`src/rtl/seven_seg_scan_decoder.sv`:
```
// Samples a scanned active-low 7-seg bus and rebuilds the displayed BCD frame.
// Optional watchdog: define SEVSEG_DEC_TIMEOUT_EN.
module seven_seg_scan_decoder #(
   parameter int         STABLE_CYC  = 16,
   parameter logic [7:0] DIGIT_MASK  = 8'hFF,
   parameter int         TIMEOUT_CYC = 1_000_000
) (
   input  logic        clk,
   input  logic        rst,
   input  logic [7:0]  an_in,
   input  logic [6:0]  seg_in,
   output logic [31:0] digits,
   output logic [7:0]  digit_err,
   output logic        frame_valid,
   output logic        timeout
);

   localparam int CW = $clog2(STABLE_CYC + 1);
   localparam logic [CW-1:0] CNT_MAX  = CW'(STABLE_CYC);
   localparam logic [CW-1:0] CNT_LAST = CW'(STABLE_CYC - 1);

   typedef enum logic [1:0] {SCAN, SETTLE, HOLD} state_t;

   state_t         state;
   logic [7:0]     an_m, s_an, ref_an;
   logic [6:0]     seg_m, s_seg, ref_seg;
   logic [CW-1:0]  cnt;
   logic [7:0]     seen, seen_nxt, cap_oh;
   logic [7:0][3:0] stage_nib;
   logic [7:0]     stage_err;
   logic [2:0]     cap_idx;
   logic [4:0]     dec;
   logic           one_cold, same, cap, complete, wd_fire;

   function automatic logic [4:0] decode(input logic [6:0] p);
      logic [4:0] r;
      case (p)
         7'b1000000: r = 5'h00;
         7'b1111001: r = 5'h01;
         7'b0100100: r = 5'h02;
         7'b0110000: r = 5'h03;
         7'b0011001: r = 5'h04;
         7'b0010010: r = 5'h05;
         7'b0000010: r = 5'h06;
         7'b1111000: r = 5'h07;
         7'b0000000: r = 5'h08;
         7'b0010000: r = 5'h09;
         7'b1111111: r = 5'h0F;
         default:    r = 5'h1E;
      endcase
      return r;
   endfunction

   always_ff @(posedge clk or posedge rst) begin
      if (rst) begin
         an_m  <= '1;
         s_an  <= '1;
         seg_m <= '1;
         s_seg <= '1;
      end else begin
         an_m  <= an_in;
         s_an  <= an_m;
         seg_m <= seg_in;
         s_seg <= seg_m;
      end
   end

   always_comb begin
      one_cold = (~s_an != 8'h00) && (((~s_an) & (~s_an - 8'd1)) == 8'h00);
      same     = (s_an == ref_an) && (s_seg == ref_seg);
      cap      = (state == SETTLE) && same && (cnt == CNT_LAST);
      cap_idx  = 3'd0;
      for (int i = 0; i < 8; i++)
         if (!s_an[i]) cap_idx = 3'(i);
      cap_oh   = cap ? (8'd1 << cap_idx) : 8'h00;
      dec      = decode(s_seg);
      complete = ((seen & DIGIT_MASK) == DIGIT_MASK);
      seen_nxt = ((complete || wd_fire) ? 8'h00 : seen) | cap_oh;
   end

   always_ff @(posedge clk or posedge rst) begin
      if (rst) begin
         state   <= SCAN;
         ref_an  <= '1;
         ref_seg <= '1;
         cnt     <= '0;
      end else begin
         unique case (state)
            SCAN: if (one_cold) begin
               ref_an  <= s_an;
               ref_seg <= s_seg;
               cnt     <= CW'(1);
               state   <= SETTLE;
            end
            SETTLE: if (same) begin
               if (cnt != CNT_MAX) cnt <= cnt + 1'b1;
               if (cap) state <= HOLD;
            end else if (one_cold) begin
               ref_an  <= s_an;
               ref_seg <= s_seg;
               cnt     <= CW'(1);
            end else begin
               state <= SCAN;
            end
            // An anode change is handled like SCAN in the same cycle.
            HOLD: if (s_an != ref_an) begin
               if (one_cold) begin
                  ref_an  <= s_an;
                  ref_seg <= s_seg;
                  cnt     <= CW'(1);
                  state   <= SETTLE;
               end else begin
                  state <= SCAN;
               end
            end
            default: state <= SCAN;
         endcase
      end
   end

   always_ff @(posedge clk or posedge rst) begin
      if (rst) begin
         seen        <= '0;
         stage_nib   <= {8{4'hF}};
         stage_err   <= '0;
         digits      <= 32'hFFFF_FFFF;
         digit_err   <= '0;
         frame_valid <= 1'b0;
      end else begin
         seen        <= seen_nxt;
         frame_valid <= complete;
         if (cap) begin
            stage_nib[cap_idx] <= dec[3:0];
            stage_err[cap_idx] <= dec[4];
         end
         if (complete) begin
            for (int i = 0; i < 8; i++) begin
               digits[4*i +: 4] <= DIGIT_MASK[i] ? stage_nib[i] : 4'hF;
               digit_err[i]     <= DIGIT_MASK[i] & stage_err[i];
            end
         end
      end
   end

`ifdef SEVSEG_DEC_TIMEOUT_EN
   localparam int TW = $clog2(TIMEOUT_CYC + 1);
   logic [TW-1:0] wd;

   assign wd_fire = !cap && (wd == TW'(TIMEOUT_CYC - 1));

   always_ff @(posedge clk or posedge rst) begin
      if (rst) begin
         wd      <= '0;
         timeout <= 1'b0;
      end else if (cap) begin
         wd <= '0;
      end else if (wd_fire) begin
         wd      <= '0;
         timeout <= 1'b1;
      end else begin
         wd <= wd + 1'b1;
      end
   end
`else
   assign wd_fire = 1'b0;
   assign timeout = 1'b0;
`endif

endmodule
```
`config.mk`:
```
export PLATFORM = sky130hd
export DESIGN_NAME = seven_seg_scan_decoder
export DESIGN_NICKNAME = d
export VERILOG_FILES = /design/src/rtl/seven_seg_scan_decoder.sv
export SDC_FILE = /design/constraint.sdc
export NUM_CORES = 1
export LEC_CHECK = 0
export BUFFER_PORTS_ARGS = -buffer_cell sky130_fd_sc_hd__buf_2
export CAP_MARGIN = 20
export CORE_ASPECT_RATIO = 2
export CORE_UTILIZATION = 30
export CTS_CLUSTER_SIZE = 8
export DETAILED_ROUTE_END_ITERATION = 12
export SLEW_MARGIN = 0
export SYNTH_ARGS = -nofsm -noshare
export SYNTH_HDL_FRONTEND = slang
export SYNTH_SLANG_ARGS = --single-unit
```
`constraint.sdc`:
```
create_clock -name clk -period 7.7 [get_ports clk]
set_input_delay 0.385 -clock clk [delete_from_list [all_inputs] [get_ports clk]]
set_output_delay 0.385 -clock clk [all_outputs]
set_load 0.01 [all_outputs]
```
==> flow_metrics.env, run 1 <==
export IMPL_cts_root_buffer="clkbuf_16"
export IMPL_crit_slowest_cell="nor4_1"
export IMPL_clock_path_buffers=2
export IMPL_yosysTopAreaCellShare_pct=47.6
export IMPL_cap_viol_max_count=0
export IMPL_grt_usage_pct=13.8
export IMPL_die_w_um=102
export IMPL_io_buffers=57
export IMPL_r2r_end="ref_an[6]$_DFFE_PP1P_"
export IMPL_drt_total_wl_mm=13.1
export IMPL_power_density_mw_per_mm2=245
export IMPL_hpwl_mm=9.02
export IMPL_vias_per_cell=4.74
export IMPL_fin_skew_ns=0.0125
export IMPL_hold_class="in -> reg"
export IMPL_utilization_pct=36.1
export IMPL_diodes=0
export IMPL_status="finished clean"
export IMPL_cpPeakStageDelay_ns=0.83
export IMPL_path_buf_inv=0
export IMPL_synth_most_common_cell="nand2_1"
export IMPL_initial_core_util_pct=30.5
export IMPL_drt_first_pass_iters=7
export IMPL_finalHoldViolCount=0
export IMPL_layout_nets=583
export IMPL_synthTopCellsByCount="nand2_1 (135), dfstp_2 (109), mux2_2 (55)"
export IMPL_dr_total_vias=3973
export IMPL_drive_gt1_share_pct=46.9
export IMPL_start_kind="flop"
export IMPL_post_cts_buffers=0
export IMPL_layout_min_cycle_time_ns=3.11
export IMPL_clk_latency_ns=0.43
export IMPL_p_leak_nw=3.26
export IMPL_ir_worst_vdd_mv=0.136
export IMPL_worstMarginPinSlew_ns=0.985
export IMPL_tns_ns=0
export IMPL_io_pins=59
export IMPL_cp_top_family="simple AND/OR/NAND/NOR gates"
export IMPL_ys_types=58
export IMPL_min_period_over_period_pct=40.3
export IMPL_avgSynthCellArea_um2=11.8
export IMPL_antenna_found_initial=0
export IMPL_ys_warnings_count=0
export IMPL_drc=0
export IMPL_path_cells="xnor2_1, nand4_2, nor4_1, a211o_1, mux2_2"
export IMPL_grt_pass1_wl_mm=21.4
export IMPL_syn_num_nets=531
export IMPL_cts_buffers_inserted=17
export IMPL_crit_start="s_an[5]$_DFF_PP1_"
export IMPL_worst_r2r_path_depth=5
export IMPL_cts_hold_buffers=0
export IMPL_clock_sinks=141
export IMPL_path_clk_slew_ns=0.06
export IMPL_synth_top_flop_cell="dfstp_2"
export IMPL_setup_viol=0
export IMPL_std_cell_rows=73
export IMPL_ys_seq_elements=141
export IMPL_regToRegStartpoint="s_an[5]$_DFF_PP1_"
export IMPL_dieArea_mm2=0.0207
export IMPL_async_reset_ff_share_pct=100
export IMPL_cp_depth=5
export IMPL_crit_end="ref_an[6]$_DFFE_PP1P_"
export IMPL_slew_violations=0
export IMPL_grt_remaining_overflow=0
export IMPL_synth_area_mm2=0.00602
export IMPL_relSlewSlack_pct=34.4
export IMPL_ant_nets=0
export IMPL_crit_arrival_ns=3.45
export IMPL_coreArea_mm2=0.0197
export IMPL_cts_max_level=4
export IMPL_routabilityCongestion=0.861
export IMPL_critical_path_max_fanout=18
export IMPL_drt_wirelength_per_cell_um=15.6
export IMPL_synth_cells=511
export IMPL_dieHeight_um=202
export IMPL_seqCellArea_mm2=0.00366
export IMPL_yosysSeqAreaShare_pct=60.9
export IMPL_multi_input_area_mm2=0.00218
export IMPL_syn_to_final_growth_pct=18.2
export IMPL_worst_setup_path_end_kind="flop"
export IMPL_drt_iter0_drc=351
export IMPL_cts_tree="built"
export IMPL_cts_resized=0
export IMPL_grt_pass1_vias=4205
export IMPL_path_class="reg -> reg"
export IMPL_crit_required_ns=8.05
export IMPL_final_fill_count=1970
export IMPL_synth_area_leaders="dfstp_2 (48%), dfrtp_1 (13%), mux2_2 (10%)"
export IMPL_max_clock_freq_ghz=0.322
export IMPL_rrSetupSlack_ns=4.59
export IMPL_grt_max_degree=86
export IMPL_synth_edf_count=0
export IMPL_rsz0062_at_grt="no"
export IMPL_synth_top_cell_by_area="dfstp_2"
## cell families (layout without fill, tap and decap cells)
kind of cell	count (synthesis)	count (layout)	share of synthesized area [%]
simple gates	211	211	16.7
fa+ha+maj	4	4	0.790
flops	141	141	60.9
xor+xnor	17	17	2.72
compound gates	43	43	5.26
buf+inv	37	102	2.95
other cells	1	1	0.0623
mux	57	57	10.6
## area by class of cell
class | instances | share of cell area [%]
flip-flops and latches | 141 | 51.5
inverters | 10 | 0.563
repair buffers | 60 | 4.61
multi-input cells | 333 | 30.6
clock buffers | 17 | 5.98
well taps | 262 | 4.61
clock inverters | 15 | 2.15
## state kept, by name, indices dropped and copies added, names as in the netlist
| register | count |
|---|---|
| an_m | 8 |
| cnt | 5 |
| digit_err | 8 |
| digits | 32 |
| frame_valid | 1 |
| ref_an | 8 |
| ref_seg | 7 |
| s_an | 8 |
| s_seg | 7 |
| seen | 8 |
| seg_m | 7 |
| stage_err | 8 |
| stage_nib | 32 |
| state | 2 |
## stage by stage
step | instances | hold WS [ns] | area (µm²) | setup WS (ns) | power (mW)
2_1_floorplan | 511 | 0.345 | 6020 | 3.71 | 0.925
3_3_place_gp | 805 | 0.349 | 6510 | 4.65 | 0.952
3_5_place_dp | 805 | 0.349 | 6510 | 4.56 | 0.956
4_1_cts | 837 | 0.0394 | 7090 | 4.54 | 1.77
5_1_grt | 838 | 0.0398 | 7110 | 4.41 | 1.81
6_report | 838 | 0.0602 | 7110 | 4.59 | 1.75
## power by group
part	switching, mW	internal [mW]	leakage [nW]
sequential	0.0354	0.800	1.58
combinational	0.0566	0.0534	1.42
clock	0.345	0.455	0.271
## worst min-delay path by stage
stage                        from                  to  depth (start not counted)
2_1_floorplan   an_m[0]$_DFF_PP1_   s_an[0]$_DFF_PP1_                          0
3_3_place_gp   seg_m[3]$_DFF_PP1_  s_seg[3]$_DFF_PP1_                          0
3_5_place_dp   seg_m[6]$_DFF_PP1_  s_seg[6]$_DFF_PP1_                          0
4_1_cts                 seg_in[3]  seg_m[3]$_DFF_PP1_                          1
5_1_grt                 seg_in[6]  seg_m[6]$_DFF_PP1_                          1
6_report                 an_in[3]   an_m[3]$_DFF_PP1_                          1
## cell usage in the layout, fill, tap and decap left out, types with 3 or more instances in the layout
cell and count:
and3_1 6, dfstp_2 109, clkinvlp_4 4, o21ai_0 8
nor3_1 5, nand2_1 135, inv_6 5, a21o_1 7
nor2_1 11, clkbuf_16 17, buf_2 57, a31oi_1 3
nor2b_1 6, xnor2_1 13, mux2_2 55, a21oi_1 6
nand3_1 10, inv_1 9, dfrtp_1 32, nand4_1 14
ha_1 3, clkinv_4 3, nor3b_1 5, nor4_1 3
## worst reg2reg max path, stage by stage (launching register included)
cell	delay [ns]
dfstp_2	0.66
xnor2_1	0.17
nand4_2	0.24
nor4_1	0.84
a211o_1	0.72
mux2_2	0.42
## layer usage
metal	wire length (µm)	track usage, %	part of all wire [%]
met1	4880	14.6	37
met3	393	2.66	3.0
met4	412	7.96	3.2
met2	7370	24.8	56
met5	0	0	0
Power figures use the tool's default switching activity.
==> inputs of run 2 (changes only) <==
- clock period: 7.7 -> 2.7 ns (I/O delays scaled with it)
==> flow_metrics.env, run 2 (same netlist as run 1, synthesis figures left out) <==
export IMPL_status="finished clean"
export IMPL_grt_usage_pct=14.8
export IMPL_regToRegStartpoint="s_seg[4]$_DFF_PP1_"
export IMPL_worst_hold_slack_ns=0.354
export IMPL_final_fill_count=1978
export IMPL_relSlewSlack_pct=48.2
export IMPL_power_density_mw_per_mm2=690
export IMPL_fin_skew_ns=0.0104
export IMPL_clock_sinks=141
export IMPL_cap_viol_max_count=0
export IMPL_worstMarginPinSlew_ns=0.770
export IMPL_diodes=0
export IMPL_drc=0
export IMPL_layout_min_cycle_time_ns=2.54
export IMPL_layout_commonest_cell="nand2_1"
export IMPL_hold_class="in -> reg"
export IMPL_drt_wirelength_per_cell_um=15.7
export IMPL_cts_root_buffer="clkbuf_16"
export IMPL_cts_buffers_inserted=17
export IMPL_max_clock_freq_ghz=0.393
export IMPL_vias_per_cell=4.66
export IMPL_start_kind="flop"
export IMPL_ant_nets=0
export IMPL_finalHoldViolCount=0
export IMPL_min_period_over_period_pct=94.2
export IMPL_reg_top3="digits: 32 flops, stage_nib: 32 flops"
export IMPL_antenna_found_initial=0
export IMPL_clock_path_buffers=2
export IMPL_tns_ns=0
export IMPL_grt_pass1_vias=4425
export IMPL_path_clk_slew_ns=0.06
export IMPL_io_buffers=57
export IMPL_pre_cts_slack_ns=0.0583
export IMPL_most_common_layout_cells="nand2_1 (135), dfstp_2 (109), buf_2 (57)"
export IMPL_path_class="reg -> reg"
export IMPL_rsz0062_at_grt="no"
export IMPL_drt_first_pass_iters=6
export IMPL_coreArea_mm2=0.0197
export IMPL_crit_start="s_seg[4]$_DFF_PP1_"
export IMPL_drt_total_wl_mm=13.8
export IMPL_fin_ws_ns=0.157
export IMPL_crit_arrival_ns=2.85
export IMPL_io_pins=59
export IMPL_layout_nets=625
export IMPL_routabilityCongestion=0.786
export IMPL_crit_required_ns=3.01
export IMPL_initial_core_util_pct=30.5
export IMPL_dieArea_mm2=0.0207
export IMPL_drt_iter0_drc=256
export IMPL_cts_max_level=4
export IMPL_grt_pass1_wl_mm=22.7
export IMPL_multi_input_area_mm2=0.00218
export IMPL_std_cell_rows=73
export IMPL_ir_worst_vdd_mv=0.427
export IMPL_grt_max_degree=53
export IMPL_setup_viol=0
export IMPL_total_power_mw=5.21
export IMPL_dieHeight_um=202
export IMPL_die_w_um=102
export IMPL_seqCellArea_mm2=0.00366
export IMPL_p_leak_nw=3.48
export IMPL_utilization_pct=38.3
export IMPL_grt_remaining_overflow=0
export IMPL_syn_to_final_growth_pct=25.5
export IMPL_critical_path_max_fanout=10
export IMPL_worst_setup_path_end_kind="flop"
export IMPL_clk_latency_ns=0.43
export IMPL_drive_gt1_share_pct=47.6
export IMPL_cts_tree="built"
export IMPL_slew_violations=0
export IMPL_dr_total_vias=4105
export IMPL_hold_path_startpoint="an_in[3]"
export IMPL_hpwl_mm=10.0
[run 2: final cells by class]
cell class,count,share of cell area (%)
inverters,10,0.547
multi-input cells,333,28.9
flip-flops and latches,141,48.5
well taps,262,4.34
repair buffers,102,9.44
clock inverters,10,2.15
clock buffers,22,6.15
[run 2: what timing repair did]
action / 4_1_cts / 5_1_grt
setup buffers: 0 / 0
setup endpoints to repair: 0 / 6
hold endpoints to repair: 17 / 0
hold buffers: 16 / 0
gates resized for setup: 0 / 1
[run 2: routing by layer]
metal  up-vias  part of all wire (%)  track usage (%)
met5         -                     0                0
met4         0                   3.4             8.16
met3        31                   2.8             3.63
met2        93                    57             26.9
met1      2059                    37             14.9
li1       1922                     -                -
[run 2: path summary, 6_finish.rpt]
check | endpoint | slack, ns | depth (start not counted)
setup / recovery | stage_err[5]$_DFFE_PP0P_ | 0.16 | 6
hold / removal | an_m[3]$_DFF_PP1_ | 0.35 | 2
setup reg to reg | stage_err[5]$_DFFE_PP0P_ | 0.16 | 6
hold reg to reg | s_an[2]$_DFF_PP1_ | 0.35 | 0
max in group asynchronous | an_m[5]$_DFF_PP1_ | 1.46 | 4
min in group asynchronous | digit_err[7]$_DFFE_PP0P_ | 0.41 | 3
[run 2: metrics by stage]
stage                     instance area, µm²  cells
after floorplan                         6020    511
after global placement                  6760    832
after detailed placement                6760    832
after CTS                               7550    880
after global routing                    7550    880
final                                   7550    880
[run 2: worst max-delay path, cell delays in order (launching register included)]
cell and delay, ns:
dfstp_2 0.63, xnor2_1 0.16, nand4_1 0.19, or4_4 0.59
buf_4 0.17, nor3_4 0.31, mux2_2 0.38
[run 2: power breakdown]
group          internal (mW)  switching, mW  total (mW)
Sequential              2.28         0.0782        2.36
Combinational          0.190          0.199       0.389
Clock                   1.59          0.870        2.46
Total                   4.07           1.15        5.21
==> inputs of run 3 (changes only) <==
- BUFFER_PORTS_ARGS: -buffer_cell sky130_fd_sc_hd__buf_2 -> -buffer_cell sky130_fd_sc_hd__clkbuf_2
==> flow_metrics.env, run 3 (same netlist as run 1, synthesis figures left out) <==
export IMPL_status="finished clean"
export IMPL_dpl_cell_count=830
export IMPL_max_clock_freq_ghz=0.383
export IMPL_dr_total_vias=4058
export IMPL_antenna_found_initial=0
export IMPL_initial_core_util_pct=30.5
export IMPL_total_power_mw=4.99
export IMPL_diodes=0
export IMPL_pwr_share_clk_pct=45.0
export IMPL_cts_tree="built"
export IMPL_power_density_mw_per_mm2=668
export IMPL_worst_r2r_path_depth=6
export IMPL_fin_ws_ns=0.0890
export IMPL_drc=0
export IMPL_grt_pass1_wl_mm=22.4
export IMPL_hold_path_startpoint="seg_in[2]"
export IMPL_power_internal_mw=3.82
export IMPL_cp_top_family="simple AND/OR/NAND/NOR gates"
export IMPL_drt_first_pass_iters=6
export IMPL_reg_top3="digits: 32 flops, stage_nib: 32 flops"
export IMPL_dieHeight_um=202
export IMPL_cts_buffers_inserted=17
export IMPL_coreArea_mm2=0.0197
export IMPL_relSlewSlack_pct=49.5
export IMPL_clk_latency_ns=0.42
export IMPL_routabilityCongestion=0.789
export IMPL_start_kind="flop"
export IMPL_dieArea_mm2=0.0207
export IMPL_path_class="reg -> reg"
export IMPL_drt_iter0_drc=219
export IMPL_ant_nets=0
export IMPL_holdPathStages=2
export IMPL_critical_path_max_fanout=6
export IMPL_drt_wirelength_per_cell_um=15.6
export IMPL_drt_total_wl_mm=13.7
export IMPL_place_area_mm2=0.00674
export IMPL_grt_remaining_overflow=0
export IMPL_seqCellArea_mm2=0.00366
export IMPL_path_buf_inv=1
export IMPL_hpwl_mm=9.67
export IMPL_slew_violations=0
export IMPL_post_cts_buffers=0
export IMPL_layout_nets=623
export IMPL_crit_arrival_ns=2.92
export IMPL_die_w_um=102
export IMPL_cts_root_buffer="clkbuf_16"
export IMPL_vias_per_cell=4.62
export IMPL_clock_path_buffers=2
export IMPL_tns_ns=0
export IMPL_r2r_end="stage_err[5]$_DFFE_PP0P_"
export IMPL_setup_viol=0
export IMPL_crit_start="s_seg[3]$_DFF_PP1_"
export IMPL_min_to="seg_m[2]$_DFF_PP1_"
export IMPL_layout_commonest_cell="nand2_1"
export IMPL_routed_top_layer="met4"
export IMPL_grt_usage_pct=14.5
export IMPL_syn_to_final_growth_pct=24.1
export IMPL_io_buffers=57
export IMPL_hold_class="in -> reg"
export IMPL_path_clk_slew_ns=0.06
export IMPL_p_leak_nw=3.40
export IMPL_std_cell_rows=73
export IMPL_path_cells="xnor2_1, nand4_1, or4_1, buf_4, nor3_4, mux2_2"
export IMPL_final_fill_count=2004
export IMPL_multi_input_area_mm2=0.00218
export IMPL_worst_setup_path_end_kind="flop"
export IMPL_cts_max_level=4
export IMPL_cts_resized=0
export IMPL_drive_gt1_share_pct=47.6
export IMPL_fin_skew_ns=0.00658
export IMPL_utilization_pct=37.9
export IMPL_layout_min_cycle_time_ns=2.61
export IMPL_fin_area_mm2=0.00747
export IMPL_wl_met3_um=263
export IMPL_most_common_layout_cells="nand2_1 (135), dfstp_2 (109), clkbuf_2 (57)"
export IMPL_fin_cells=878
export IMPL_cpPeakStageDelay_ns=0.66
export IMPL_regToRegStartpoint="s_seg[3]$_DFF_PP1_"
export IMPL_switching_share_pct=23.4
export IMPL_clock_sinks=141
export IMPL_ir_worst_vdd_mv=0.375
export IMPL_min_period_over_period_pct=96.7
export IMPL_worstMarginPinSlew_ns=0.751
export IMPL_cts_hold_buffers=16
export IMPL_cap_viol_max_count=0
export IMPL_rrSetupSlack_ns=0.09
export IMPL_met2_length_mm=7.92
export IMPL_worst_hold_slack_ns=0.348
export IMPL_grt_max_degree=129
export IMPL_io_pins=59
export IMPL_crit_slowest_cell="or4_1"
export IMPL_finalHoldViolCount=0
export IMPL_rsz0062_at_grt="no"
export IMPL_grt_pass1_vias=4307
export IMPL_seqPwrFrac_pct=47.2
export IMPL_crit_required_ns=3.00
export IMPL_pre_cts_slack_ns=0.0941
export IMPL_m1WireLength_mm=5.11
export IMPL_power_net_switching_mw=1.17
export IMPL_p_comb_share_pct=7.8
[run 3: changes by cell type in the layout (fill, tap and decap cells not counted), moves of 2 or more]
cell	delta
buf_2	-57
clkbuf_1	-2
clkbuf_8	-2
bufinv_16	-2
clkbuf_2	+57
clkinvlp_4	+2
clkinv_2	+2
[run 3: metal layers]
metal / global-route usage (%) / vias to the layer above
li1: - / 1914
met1: 15.2 / 2058
met2: 26.9 / 63
met3: 2.90 / 23
met4: 6.79 / 0
met5: 0 / -
[run 3: final cells by class]
cell class                      count  share of cell area [%]
Sequential cell                   141                    49.1
Clock inverter                     14                    1.94
Multi-Input combinational cell    333                    29.1
Tap cell                          262                    4.39
Clock buffer                       18                    5.75
Timing Repair Buffer              100                    9.18
Inverter                           10                   0.553
[run 3: how the worst max path moves through the flow]
stage | to | slack, ns | depth (start not counted)
after global placement | stage_err[5]$_DFFE_PP0P_ | 0.12 | 6
after floorplan | stage_err[2]$_DFFE_PP0P_ | 0.18 | 7
after global routing | stage_err[5]$_DFFE_PP0P_ | 0.01 | 6
after CTS | stage_err[5]$_DFFE_PP0P_ | 0.07 | 6
after detailed placement | stage_err[5]$_DFFE_PP0P_ | 0.09 | 6
final | stage_err[5]$_DFFE_PP0P_ | 0.09 | 6
[run 3: power groups by stage]
| stage | logic, mW | clock network (mW) | registers, mW |
|---|---|---|---|
| finish | 0.388 | 2.25 | 2.36 |
| floorplan | 0.273 | 0 | 2.36 |
| detailed placement | 0.375 | 0 | 2.39 |
| CTS | 0.396 | 2.31 | 2.36 |
| global placement | 0.360 | 0 | 2.38 |
| global route | 0.431 | 2.40 | 2.37 |
